### src/rtl/pp_pkg.sv
// pp_pkg: shared types and constants for the column-reduction slice.
//   NUM_SIZE    : element width, must match the ALU result width
//   red_op_t    : reduction opcodes
//   red_state_t : reducer FSM states
//   op_legal()  : true for opcodes that start a real reduction
package pp_pkg;

    localparam int NUM_SIZE = 32;

    typedef enum logic [3:0] {
        RED_NOOP  = 4'b0000,
        RED_SUM   = 4'b0001,
        RED_MIN   = 4'b0010,
        RED_MAX   = 4'b0011,
        RED_COUNT = 4'b0100
    } red_op_t;

    typedef enum logic [1:0] {
        IDLE  = 2'd0,
        ACCUM = 2'd1,
        DONE  = 2'd2
    } red_state_t;

    // NOOP is deliberately illegal: it would produce an empty result.
    function automatic logic op_legal(input logic [3:0] op);
        return (op == RED_SUM) || (op == RED_MIN) ||
               (op == RED_MAX) || (op == RED_COUNT);
    endfunction

endpackage

### src/rtl/pp_reduce_fold.sv
// pp_reduce_fold: combinational next-accumulator for one folded element.
//   op       : latched reduction opcode
//   acc      : current accumulator (signed, ACC_W)
//   first    : this is the first element folded since start
//   in_data  : signed element, sign-extended to ACC_W internally
//   acc_next : accumulator after folding in_data
module pp_reduce_fold
    import pp_pkg::*;
#(
    parameter int NUM_SIZE = pp_pkg::NUM_SIZE,
    parameter int ACC_W    = NUM_SIZE + 16
) (
    input  logic [3:0]          op,
    input  logic [ACC_W-1:0]    acc,
    input  logic                first,
    input  logic [NUM_SIZE-1:0] in_data,
    output logic [ACC_W-1:0]    acc_next
);

    logic [ACC_W-1:0] ext;

    assign ext = {{(ACC_W-NUM_SIZE){in_data[NUM_SIZE-1]}}, in_data};

    always_comb begin
        acc_next = acc;
        case (op)
            RED_SUM:   acc_next = acc + ext;
            // Strict compare: ties keep the value already held.
            RED_MIN:   acc_next = (first || ($signed(ext) < $signed(acc))) ? ext : acc;
            RED_MAX:   acc_next = (first || ($signed(ext) > $signed(acc))) ? ext : acc;
            // acc was cleared at start, so it tracks the folded count directly.
            RED_COUNT: acc_next = acc + ACC_W'(1);
            default:   acc_next = acc;
        endcase
    end

endmodule

### src/rtl/pp_reduce.sv
// pp_reduce: folds a column of signed ALU results into one scalar
// (SUM / MIN / MAX / COUNT) and holds it on a valid/ready output.
//   clk, reset          : clock, async active-high reset
//   start, op, len      : begin a reduction (sampled only in IDLE)
//   busy                : FSM not idle
//   in_valid/ready/data : element stream
//   in_null             : element is null (only with PP_REDUCE_SKIPNA_EN)
//   out_valid/ready     : result handshake
//   out_data/count/empty/err : result fields, stable while out_valid=1
// Optional feature macro: PP_REDUCE_SKIPNA_EN (null elements count toward
// len but are not folded).
module pp_reduce
    import pp_pkg::*;
#(
    parameter int NUM_SIZE = pp_pkg::NUM_SIZE,
    parameter int CNT_W    = 16,
    parameter int ACC_W    = NUM_SIZE + CNT_W
) (
    input  logic                clk,
    input  logic                reset,
    input  logic                start,
    input  logic [3:0]          op,
    input  logic [CNT_W-1:0]    len,
    output logic                busy,
    input  logic                in_valid,
    output logic                in_ready,
    input  logic [NUM_SIZE-1:0] in_data,
`ifdef PP_REDUCE_SKIPNA_EN
    input  logic                in_null,
`endif
    output logic                out_valid,
    input  logic                out_ready,
    output logic [ACC_W-1:0]    out_data,
    output logic [CNT_W-1:0]    out_count,
    output logic                out_empty,
    output logic                out_err
);

    red_state_t       state;
    logic [3:0]       op_r;
    logic [CNT_W-1:0] len_r;
    logic [CNT_W-1:0] ecnt;       // elements consumed (null or not)
    logic [ACC_W-1:0] acc;
    logic             seen;       // at least one element folded
    logic [ACC_W-1:0] acc_next;
    logic             hs;
    logic             fold_now;
    logic             last;
    logic             fin_seen;
    logic [ACC_W-1:0] fin_acc;

`ifdef PP_REDUCE_SKIPNA_EN
    logic [CNT_W-1:0] fcnt;       // non-null elements folded
    assign fold_now = hs & ~in_null;
`else
    assign fold_now = hs;
`endif

    assign busy     = (state != IDLE);
    assign hs       = in_valid & in_ready;
    assign last     = hs && ((ecnt + CNT_W'(1)) == len_r);
    assign fin_seen = seen | fold_now;
    assign fin_acc  = fold_now ? acc_next : acc;

    pp_reduce_fold #(
        .NUM_SIZE (NUM_SIZE),
        .ACC_W    (ACC_W)
    ) u_fold (
        .op       (op_r),
        .acc      (acc),
        .first    (~seen),
        .in_data  (in_data),
        .acc_next (acc_next)
    );

    always_ff @(posedge clk or posedge reset) begin
        if (reset) begin
            state     <= IDLE;
            op_r      <= '0;
            len_r     <= '0;
            ecnt      <= '0;
            acc       <= '0;
            seen      <= 1'b0;
            in_ready  <= 1'b0;
            out_valid <= 1'b0;
            out_data  <= '0;
            out_count <= '0;
            out_empty <= 1'b0;
            out_err   <= 1'b0;
`ifdef PP_REDUCE_SKIPNA_EN
            fcnt      <= '0;
`endif
        end else begin
            case (state)
                IDLE: begin
                    if (start) begin
                        // An illegal opcode wins over len=0.
                        if (!op_legal(op)) begin
                            state     <= DONE;
                            out_valid <= 1'b1;
                            out_data  <= '0;
                            out_count <= '0;
                            out_empty <= 1'b0;
                            out_err   <= 1'b1;
                        end else if (len == '0) begin
                            state     <= DONE;
                            out_valid <= 1'b1;
                            out_data  <= '0;
                            out_count <= '0;
                            out_empty <= 1'b1;
                            out_err   <= 1'b0;
                        end else begin
                            state    <= ACCUM;
                            op_r     <= op;
                            len_r    <= len;
                            ecnt     <= '0;
                            acc      <= '0;
                            seen     <= 1'b0;
                            in_ready <= 1'b1;
`ifdef PP_REDUCE_SKIPNA_EN
                            fcnt     <= '0;
`endif
                        end
                    end
                end
                ACCUM: begin
                    if (hs) ecnt <= ecnt + CNT_W'(1);
                    if (fold_now) begin
                        acc  <= acc_next;
                        seen <= 1'b1;
`ifdef PP_REDUCE_SKIPNA_EN
                        fcnt <= fcnt + CNT_W'(1);
`endif
                    end
                    if (last) begin
                        state     <= DONE;
                        in_ready  <= 1'b0;
                        out_valid <= 1'b1;
                        out_err   <= 1'b0;
                        // All-null column reports 0 rather than a stale acc.
                        out_data  <= fin_seen ? fin_acc : '0;
`ifdef PP_REDUCE_SKIPNA_EN
                        out_count <= fcnt + CNT_W'(fold_now);
                        out_empty <= ~fin_seen;
`else
                        out_count <= len_r;
                        out_empty <= 1'b0;
`endif
                    end
                end
                DONE: begin
                    if (out_ready) begin
                        state     <= IDLE;
                        out_valid <= 1'b0;
                    end
                end
                default: state <= IDLE;
            endcase
        end
    end

endmodule

### config.mk
export PLATFORM = sky130hd
export DESIGN_NAME = pp_reduce
export DESIGN_NICKNAME = d
export VERILOG_FILES = /design/src/rtl/pp_pkg.sv /design/src/rtl/pp_reduce_fold.sv /design/src/rtl/pp_reduce.sv
export SDC_FILE = /design/constraint.sdc
export NUM_CORES = 1
export LEC_CHECK = 0
export CAP_MARGIN = 20
export CELL_PAD_IN_SITES_DETAIL_PLACEMENT = 1
export CELL_PAD_IN_SITES_GLOBAL_PLACEMENT = 1
export CORE_MARGIN = 1
export CORE_UTILIZATION = 48
export DETAILED_ROUTE_END_ITERATION = 10
export PLACE_DENSITY = 0.94
export SYNTH_ARGS = -nofsm -noshare
export SYNTH_HDL_FRONTEND = slang
export SYNTH_HIERARCHICAL = 1
export SYNTH_SLANG_ARGS = --single-unit
### constraint.sdc
create_clock -name clk -period 7.8 [get_ports clk]
set_input_delay 1.56 -clock clk [delete_from_list [all_inputs] [get_ports clk]]
set_output_delay 1.56 -clock clk [all_outputs]
set_load 0.03 [all_outputs]
# Word-level counts from Yosys, hierarchy flattened
# Index checks and enable logic that the tools add are counted.
# totals
regBits,155
inputBits,57
output_inout_bits,69
# op_classes
n_addsub,3
order_cmp,2
n_eq_ne,18
n_mux,53
bitwise_logic,4
reduce_logical,18
# op_table
op,n
two-way mux 48 bit,11
case mux 48 bit (2 select lines),2
case mux 48 bit (4 select lines),1
two-way mux 16 bit,8
case mux 16 bit (2 select lines),2
adder 48 x 1 -> 48 bit (second input constant),1
adder 48 bit,1
> comparator 32 x 48 -> 1 bit,1
less-than comparator 32 x 48 -> 1 bit,1
two-way mux 1 bit,18
adder 16 x 1 -> 16 bit (second input constant),1
== test 16 bit,1
== test 4 x 2 -> 1 bit (second input constant),4
zero test 16 bit,1
AND reduction 5 bit,3
inequality test 2 bit (second input constant),6
AND reduction 4 bit,3
two-way mux 2 bit,5
== test 4 x 1 -> 1 bit (second input constant),2
== test 4 x 3 -> 1 bit (second input constant),2
case mux 1 bit (2 select lines),4
case mux 2 bit (3 select lines),1
logical OR 1 bit,5
nonzero test 2 bit,2
11 further kinds,12

# Longest topological paths before layout
# Gate-level depths: netlist (run 1).
# depth
depth_word,8
ltp_mapped,19

# Hierarchy
# Netlist (run 1), hierarchy kept.
# modules_own_cells
mod,n_inst,cells_per_inst,area_each_um2
pp_reduce,1,699,7387.1
pp_reduce_fold,1,721,4719.5

# Worst setup path before layout (run 1)
# OpenSTA, ideal clock, no wires.
# synth_path
path_type,input-to-reg
startpoint,input in_data[0]
endpoint,register acc[40]
setup_ns,0.121
arrival_time_ns,4.510
required_ns,7.679
slack_ns,3.169
path_stages,16
cell_sequence,inv_1 -> nand2_1 -> ha_1 -> inv_1 -> fa_1 -> nor2b_1 -> o31ai_1 -> a311o_1 -> o311ai_2 -> nor3b_1 -> or2_1 -> mux2_2 -> o211ai_1 -> a21boi_0 -> o21ai_0 -> a22o_1
# synth_between
elab_chain_len,6
word_cells_on_any_way,10
classes_between,add/sub (1); order compare (2); mux (5); reduce/logical (2)
# synth_lines
element,line,text
start: declaration,pp_reduce.sv:27,"input logic [NUM_SIZE-1:0] in_data,"
> comparator 32 x 48 -> 1 bit or less-than comparator 32 x 48 -> 1 bit (tied branches),"pp_reduce_fold.sv:30, pp_reduce_fold.sv:29",
"logical OR 1 bit, on equally long branches","pp_reduce_fold.sv:30, pp_reduce_fold.sv:29",
"two-way mux 48 bit, on equally long branches","pp_reduce_fold.sv:30, pp_reduce_fold.sv:29",
case mux 48 bit (4 select lines) (*),pp_reduce_fold.sv:26,case (op)
net acc_next[40],pp_reduce.sv:45,logic [ACC_W-1:0] acc_next;
two-way mux 48 bit (*),pp_reduce.sv:128,if (fold_now) begin
case mux 48 bit (2 select lines) (*),pp_reduce.sv:94,case (state)
end signal: assignment,pp_reduce.sv:129,acc <= acc_next;
end: declaration,pp_reduce.sv:43,logic [ACC_W-1:0] acc;
# The timed path passes the listed nets; every way through them passes the cells marked *.
# A chain may end at the register's enable or synchronous reset.

# Final worst setup path (run 1)
# layout_path
startpoint,input in_data[31]
endpoint,register out_data[3]
# layout_between
elab_chain_len,8
word_cells_on_any_way,11
classes_between,order compare (2); mux (7); reduce/logical (2)
# layout_lines
element,line,text
> comparator 32 x 48 -> 1 bit or less-than comparator 32 x 48 -> 1 bit (tied branches),"pp_reduce_fold.sv:30, pp_reduce_fold.sv:29",
"logical OR 1 bit, on equally long branches","pp_reduce_fold.sv:30, pp_reduce_fold.sv:29",
"two-way mux 48 bit, on equally long branches","pp_reduce_fold.sv:30, pp_reduce_fold.sv:29",
case mux 48 bit (4 select lines) (*),pp_reduce_fold.sv:26,
net acc_next[3],pp_reduce.sv:45,
two-way mux 48 bit (*),-,
two-way mux 48 bit (*),pp_reduce.sv:141,out_data <= fin_seen ? fin_acc : '0;
two-way mux 48 bit (*),pp_reduce.sv:135,if (last) begin
case mux 48 bit (2 select lines) (*),pp_reduce.sv:94,
end signal: assignment,pp_reduce.sv:141,
end: declaration,pp_reduce.sv:33,"output logic [ACC_W-1:0] out_data,"
# The timed path passes the listed nets; every way through them passes the cells marked *. The select of a mux whose other input is x is not followed.

==> results of run 1 <==
[kinds of logic after synthesis]
family | Yosys count | synth area share (%)
compound gates | 399 | 21.7
xor+xnor | 59 | 4.27
fa+ha+maj | 81 | 8.43
buf+inv | 167 | 5.83
flops | 155 | 32.0
mux | 97 | 8.23
simple gates | 462 | 19.5
[routing by layer]
layer	vias up	part of all wire (%)	track usage, %
met5	-	0	0
met4	0	3.5	14.8
met3	134	6.6	5.45
met2	549	48	56.9
met1	6079	41	43.7
li1	5322	-	-
[final cells by class]
cell class | count | area share [%]
flip-flops and latches | 155 | 27.5
clock buffers | 17 | 3.01
inverters | 85 | 2.30
well taps | 324 | 2.87
clock inverters | 15 | 1.23
repair buffers | 138 | 9.64
multi-input cells | 1098 | 53.5
[state kept, by name, summed over array words and instances (netlist names)]
register	flops
out_valid	1
out_data	48
in_ready	1
out_count	16
acc	48
out_err	1
out_empty	1
ecnt	16
op_r	4
seen	1
len_r	16
state	2
[critical path, cell delays in order]
cell and delay, ns:
clkdlybuf4s50_1 0.44, buf_4 0.24, ha_1 0.41, nand4_1 0.21
nor4_1 0.54, nand3_1 0.20, a41oi_1 0.27, a221oi_1 0.11
o21a_1 0.20, nor3b_1 0.35, a211o_1 0.49, buf_4 0.51
a22oi_1 0.13, o21ai_0 0.16, a21oi_1 0.17, mux2i_1 0.19
[per-stage QoR]
step / area (sq um) / std cells / setup WS (ns)
6_report: 14100 / 1832 / 1.96
3_3_place_gp: 13500 / 1800 / 2.04
2_1_floorplan: 12100 / 1420 / 2.06
4_1_cts: 14100 / 1832 / 2.09
5_1_grt: 14100 / 1832 / 1.80
3_5_place_dp: 13500 / 1800 / 1.66
[power groups by stage]
stage                     sequential (uW)  clock, uW  combinational [uW]
after floorplan                      1160          0                2110
after global placement               1270          0                2710
after detailed placement             1290          0                2860
after CTS                            1280        898                2940
after global routing                 1320        925                3250
final                                1290        885                3020
[Yosys cell counts (28+ instances only)]
library cell | number | area share (%)
nand3_1 | 50 | 2.1
nor2_1 | 60 | 1.9
inv_1 | 83 | 2.6
xnor2_1 | 40 | 2.9
mux2i_1 | 77 | 6.4
and2_1 | 38 | 2.0
and3_1 | 54 | 2.8
ha_1 | 80 | 8.3
a21oi_1 | 118 | 4.9
clkbuf_1 | 65 | 2.0
a22oi_1 | 28 | 1.7
o21ai_0 | 86 | 3.6
a22o_1 | 49 | 3.5
dfrtp_1 | 155 | 32
nand2_1 | 153 | 4.7
[worst max-delay path by stage]
| stage | start | end | slack [ns] | cells after the start |
|---|---|---|---|---|
| 6_report | in_data[31] | out_data[3] | 1.96 | 16 |
| 3_5_place_dp | in_data[31] | out_data[34] | 1.66 | 14 |
| 4_1_cts | in_data[31] | out_data[34] | 2.09 | 14 |
| 3_3_place_gp | in_data[30] | out_data[22] | 2.04 | 15 |
| 2_1_floorplan | reset | acc[0] | 2.06 | 1 |
| 5_1_grt | in_data[31] | out_data[3] | 1.80 | 16 |
==> impl_metrics.py, run 1 <==
metrics = {
    "run_status": {
        "status": "complete, no violations",
    },
    "route": {
        "viasPerCell": 6.60,
        "post_drt_wl_per_cell_um": 23.7,
        "drt_iter0_drc": 1060,
        "drt-total-wl_mm": 43.5,
        "drc_errors": 0,
        "routed-via-count": 12100,
        "ant_nets": 0,
        "first_pass_iters": 5,
    },
    "place": {
        "routabilityCongestion": 0.933,
        "hpwl_mm": 29.4,
        "port_buffers": 125,
    },
    "logic_synthesis": {
        "async_reset_ff_share_pct": 100,
        "synth_cells": 1420,
        "synth.yosys.warnings": 6,
        "seq_area_frac_synth_pct": 32.0,
        "synth-seq-cells": 155,
        "synth_flop_cell": "dfrtp_1",
        "synth_edf_count": 0,
        "syn_area_per_cell_sq_um": 8.53,
        "synth.distinct_cells": 83,
        "synth_area_sq_um": 12100,
        "synth_fp_nets": 1558,
    },
    "cts": {
        "cts_hold_buf": 0,
        "root_buffer": "clkbuf_16",
        "insertion_delay_ns": 0.44,
        "h-tree-depth": 4,
        "cts_num_sinks": 155,
        "tritoncts": "done",
        "cts_buffers": 17,
        "clockBufferDepth": 2,
        "cts_resized": 0,
        "path_clk_slew_ns": 0.07,
        "post_cts_buffers": 0,
    },
    "layout": {
        "drive_gt1_share_pct": 5.97,
        "syn_to_final_growth_pct": 16.6,
        "final_core_util_pct": 57.6,
        "seqCellArea_sq_um": 3880,
        "num-fill-cells": 2904,
        "num_antenna_cells": 0,
        "fin_nets": 1633,
        "multi_input_area_sq_um": 7550,
        "final_common_cell": "dfrtp_1",
        "layout_common_cells": "dfrtp_1, nand2_1, clkdlybuf4s50_1, a21oi_1, o21ai_0",
    },
    "power_and_ir_drop": {
        "clkPwrFrac_pct": 17.0,
        "leakage_uw": 0.00603,
        "seq_power_share_pct": 24.9,
        "ir_drop_uv": 161,
        "switching_share_pct": 50.6,
        "power.total_uw": 5200,
        "p_comb_share_pct": 58.1,
        "internal_power_uw": 2570,
        "p_sw_uw": 2630,
        "powerDensity_nw_per_um2": 368,
    },
    "worst_setup_path": {
        "r2r_setup_slack_ns": 2.53,
        "rr_worst_depth": 18,
        "cp-start-kind": "input port",
        "cp_max_fo": 31,
        "timing.rr.start": "op_r[0]",
        "critical_path_required_ns": 8.16,
        "end_kind": "register",
        "cp.arrival_ns": 6.20,
        "r2r-end": "out_data[28]",
        "setup.worst_path.class": "in2reg",
    },
    "sta": {
        "maxSlewHeadroom_pct": 32.0,
        "period_share_pct": 74.8,
        "setup_viol": 0,
        "drv_slew": 0,
        "hold-worst-slack_ns": 0.521,
        "period_needed_ns": 5.84,
        "grt_setup_unrepaired": "no",
        "hold_viol_final": 0,
        "finalClockSkew_ns": 0.0182,
        "tightest_slew_ns": 1.02,
        "max_freq_mhz": 171,
        "tns_ns": 0,
    },
    "floorplan": {
        "die_w_um": 161,
        "start_util_pct": 49.3,
        "chipHeight_um": 161,
        "coreArea_sq_um": 24500,
        "row_count": 57,
        "fp.dieArea_sq_um": 25900,
        "pin_count": 126,
    },
    "flow_run": {
        "max_cap_viol_count": 0,
    },
    "global_routing": {
        "grt_pass1_wl_mm": 69.8,
        "antenna_found_initial": 0,
        "grt_usage_pct": 34.1,
        "grt_pass1_vias": 12600,
        "grt_max_degree": 101,
        "grt-ovfl-total": 0,
    },
    "worst_hold_path": {
        "min_path_cells": 2,
        "min-delay-start": "out_data[41]",
        "worstHoldEndpoint": "out_data[41]",
        "hp-class": "reg2reg",
    },
}
(Power assumes the default switching activity.)
==> inputs of run 2 (changes only) <==
Settings changed: CORE_UTILIZATION 48 to 40, PLACE_DENSITY 0.94 to 0.84.
Clock period 7.8 ns to 4.9 ns, I/O delays scaled along.
==> run 2 against run 1 <==
Effect of this change:
- via count is 2.3% lower
- global-route usage is 6.8 points lower
- setup slack worse by 1.7 ns
- critical path depth is 2 higher
- clock skew is 0.0056 ns lower
- wire length is 4.7% lower
- first-iteration DRC count is 15% lower
- worst hold slack worse by 0.013 ns
- register-to-register slack worse by 2.3 ns
- critical endpoint is now out_data[31]
- largest cell class unchanged
==> impl_metrics.py, run 2 (synthesized netlist as in run 1, its figures left out) <==
metrics = {
    "run_status": {
        "status": "complete, no violations",
    },
    "sta": {
        "tns_ns": 0,
        "hold-worst-slack_ns": 0.508,
        "drv_slew": 0,
        "period_needed_ns": 4.65,
        "max_freq_mhz": 215,
        "finalClockSkew_ns": 0.0126,
        "setup_viol": 0,
        "maxSlewHeadroom_pct": 33.1,
        "layout_setup_ws_ns": 0.247,
        "hold_viol_final": 0,
        "grt_setup_unrepaired": "yes",
        "tightest_slew_ns": 1.00,
        "period_share_pct": 95.0,
    },
    "worst_setup_path": {
        "end_kind": "register",
        "r2r_setup_slack_ns": 0.25,
        "cp_top_family": "compound AO/OA/AOI/OAI gates",
        "cp.arrival_ns": 4.98,
        "critical_path.cell_chain": "or4b_1 -> buf_4 -> nand2_1 -> inv_1 -> ha_1 -> a211oi_1 -> o211ai_1 -> buf_4 -> a21oi_1 -> a31o_2 -> o221a_2 -> nor3_1 -> o21ai_0 -> o311a_1 -> a21oi_1 -> a2bb2oi_1 -> a21oi_2 -> mux2i_1",
        "cp-start-kind": "register",
        "cpMaxStageDelayCell": "or4b_1",
        "critPathMaxStageDelay_ns": 0.60,
        "critical_path_required_ns": 5.23,
        "cp_max_fo": 18,
        "worst-path-buf-inv": 3,
        "setup.worst_path.class": "reg2reg",
    },
    "power_and_ir_drop": {
        "leakage_uw": 0.00618,
        "p_sw_uw": 4070,
        "internal_power_uw": 4180,
        "powerDensity_nw_per_um2": 569,
        "power.total_uw": 8240,
        "p_comb_share_pct": 58.6,
        "switching_share_pct": 49.3,
        "seq_power_share_pct": 23.9,
        "clkPwrFrac_pct": 17.5,
        "ir_drop_uv": 308,
    },
    "layout": {
        "num_antenna_cells": 0,
        "fin_nets": 1660,
        "num-fill-cells": 3492,
        "final_common_cell": "dfrtp_1",
        "multi_input_area_sq_um": 7560,
        "seqCellArea_sq_um": 3880,
        "syn_to_final_growth_pct": 19.6,
        "reg_top3": "acc (48), out_data (48)",
        "fin_area_sq_um": 14500,
        "drive_gt1_share_pct": 7.69,
        "layout_common_cells": "dfrtp_1, nand2_1, clkdlybuf4s50_1, a21oi_1, o21ai_0",
    },
    "cts": {
        "root_buffer": "clkbuf_16",
        "clockBufferDepth": 2,
        "tritoncts": "done",
        "insertion_delay_ns": 0.46,
        "cts_buffers": 17,
        "h-tree-depth": 4,
        "cts_num_sinks": 155,
        "path_clk_slew_ns": 0.07,
    },
    "route": {
        "post_drt_wl_per_cell_um": 21.5,
        "drt-total-wl_mm": 41.4,
        "routed-via-count": 11800,
        "first_pass_iters": 5,
        "ant_nets": 0,
        "drt_iter0_drc": 904,
        "drc_errors": 0,
        "viasPerCell": 6.14,
    },
    "place": {
        "dpl_cell_area_sq_um": 13800,
        "post-place-ws_ns": -0.0749,
        "port_buffers": 125,
        "routabilityCongestion": 0.923,
        "hpwl_mm": 29.4,
    },
    "global_routing": {
        "grt_pass1_wl_mm": 67.2,
        "grt-ovfl-total": 0,
        "antenna_found_initial": 0,
        "grt_usage_pct": 27.3,
        "grt_pass1_vias": 12400,
        "grt_max_degree": 106,
    },
    "floorplan": {
        "fp.dieArea_sq_um": 31000,
        "row_count": 63,
        "pin_count": 126,
        "start_util_pct": 40.7,
        "chipHeight_um": 176,
        "coreArea_sq_um": 29700,
        "die_w_um": 176,
    },
    "worst_hold_path": {
        "hp-class": "reg2reg",
    },
    "flow_run": {
        "max_cap_viol_count": 0,
    },
}
## run 2: path summary, 6_finish.rpt
check,cells after the start,end,start
min reg2reg,1,ecnt[15],ecnt[15]
max in group asynchronous,3,acc[24],reset
max,18,out_data[31],op_r[0]
max reg2reg,18,out_data[31],op_r[0]
min in group asynchronous,3,len_r[0],reset
min,1,ecnt[15],ecnt[15]
## run 2: worst register-to-register path, stage by stage, from the launching register on
cell       delay [ns]
dfrtp_1          0.46
or4b_1           0.60
buf_4            0.23
nand2_1          0.12
inv_1            0.05
ha_1             0.29
a211oi_1         0.32
o211ai_1         0.17
buf_4            0.17
a21oi_1          0.22
a31o_2           0.26
o221a_2          0.32
nor3_1           0.08
o21ai_0          0.35
o311a_1          0.27
a21oi_1          0.08
a2bb2oi_1        0.16
a21oi_2          0.27
mux2i_1          0.11
## run 2: area by class of cell
class | count | area share (%)
sequential | 155 | 26.8
timing repair buffer | 165 | 11.1
inverter | 85 | 2.23
multi-input combinational | 1098 | 52.2
clock buffer | 17 | 2.94
clock inverter | 15 | 1.36
tap | 390 | 3.37
## run 2: power groups by stage
| stage | combinational, uW | sequential, uW | clock [uW] |
|---|---|---|---|
| after floorplan | 3360 | 1850 | 0 |
| after global placement | 4470 | 1960 | 0 |
| after CTS | 4740 | 1960 | 1460 |
| after detailed placement | 4680 | 1980 | 0 |
| after global routing | 5270 | 2020 | 1510 |
| final | 4830 | 1970 | 1440 |
## run 2: what timing repair did
| action | CTS | global route |
|---|---|---|
| resized for setup | 0 | 4 |
| setup endpoints to repair | 0 | 6 |
| buffers inserted | 0 | 0 |
| hold buffers | 0 | 0 |
## run 2: through the flow
step,std cells,util (%)
after global placement,1893,46.6
after global routing,1925,48.7
after floorplan,1420,-
after CTS,1925,48.7
after detailed placement,1893,46.6
final,1925,48.7
## run 2: metal layers
layer	part of all wire, %	track usage, %
met2	47	45.1
met4	2.5	10.0
met1	45	36.3
met5	0	0
met3	5.0	3.88
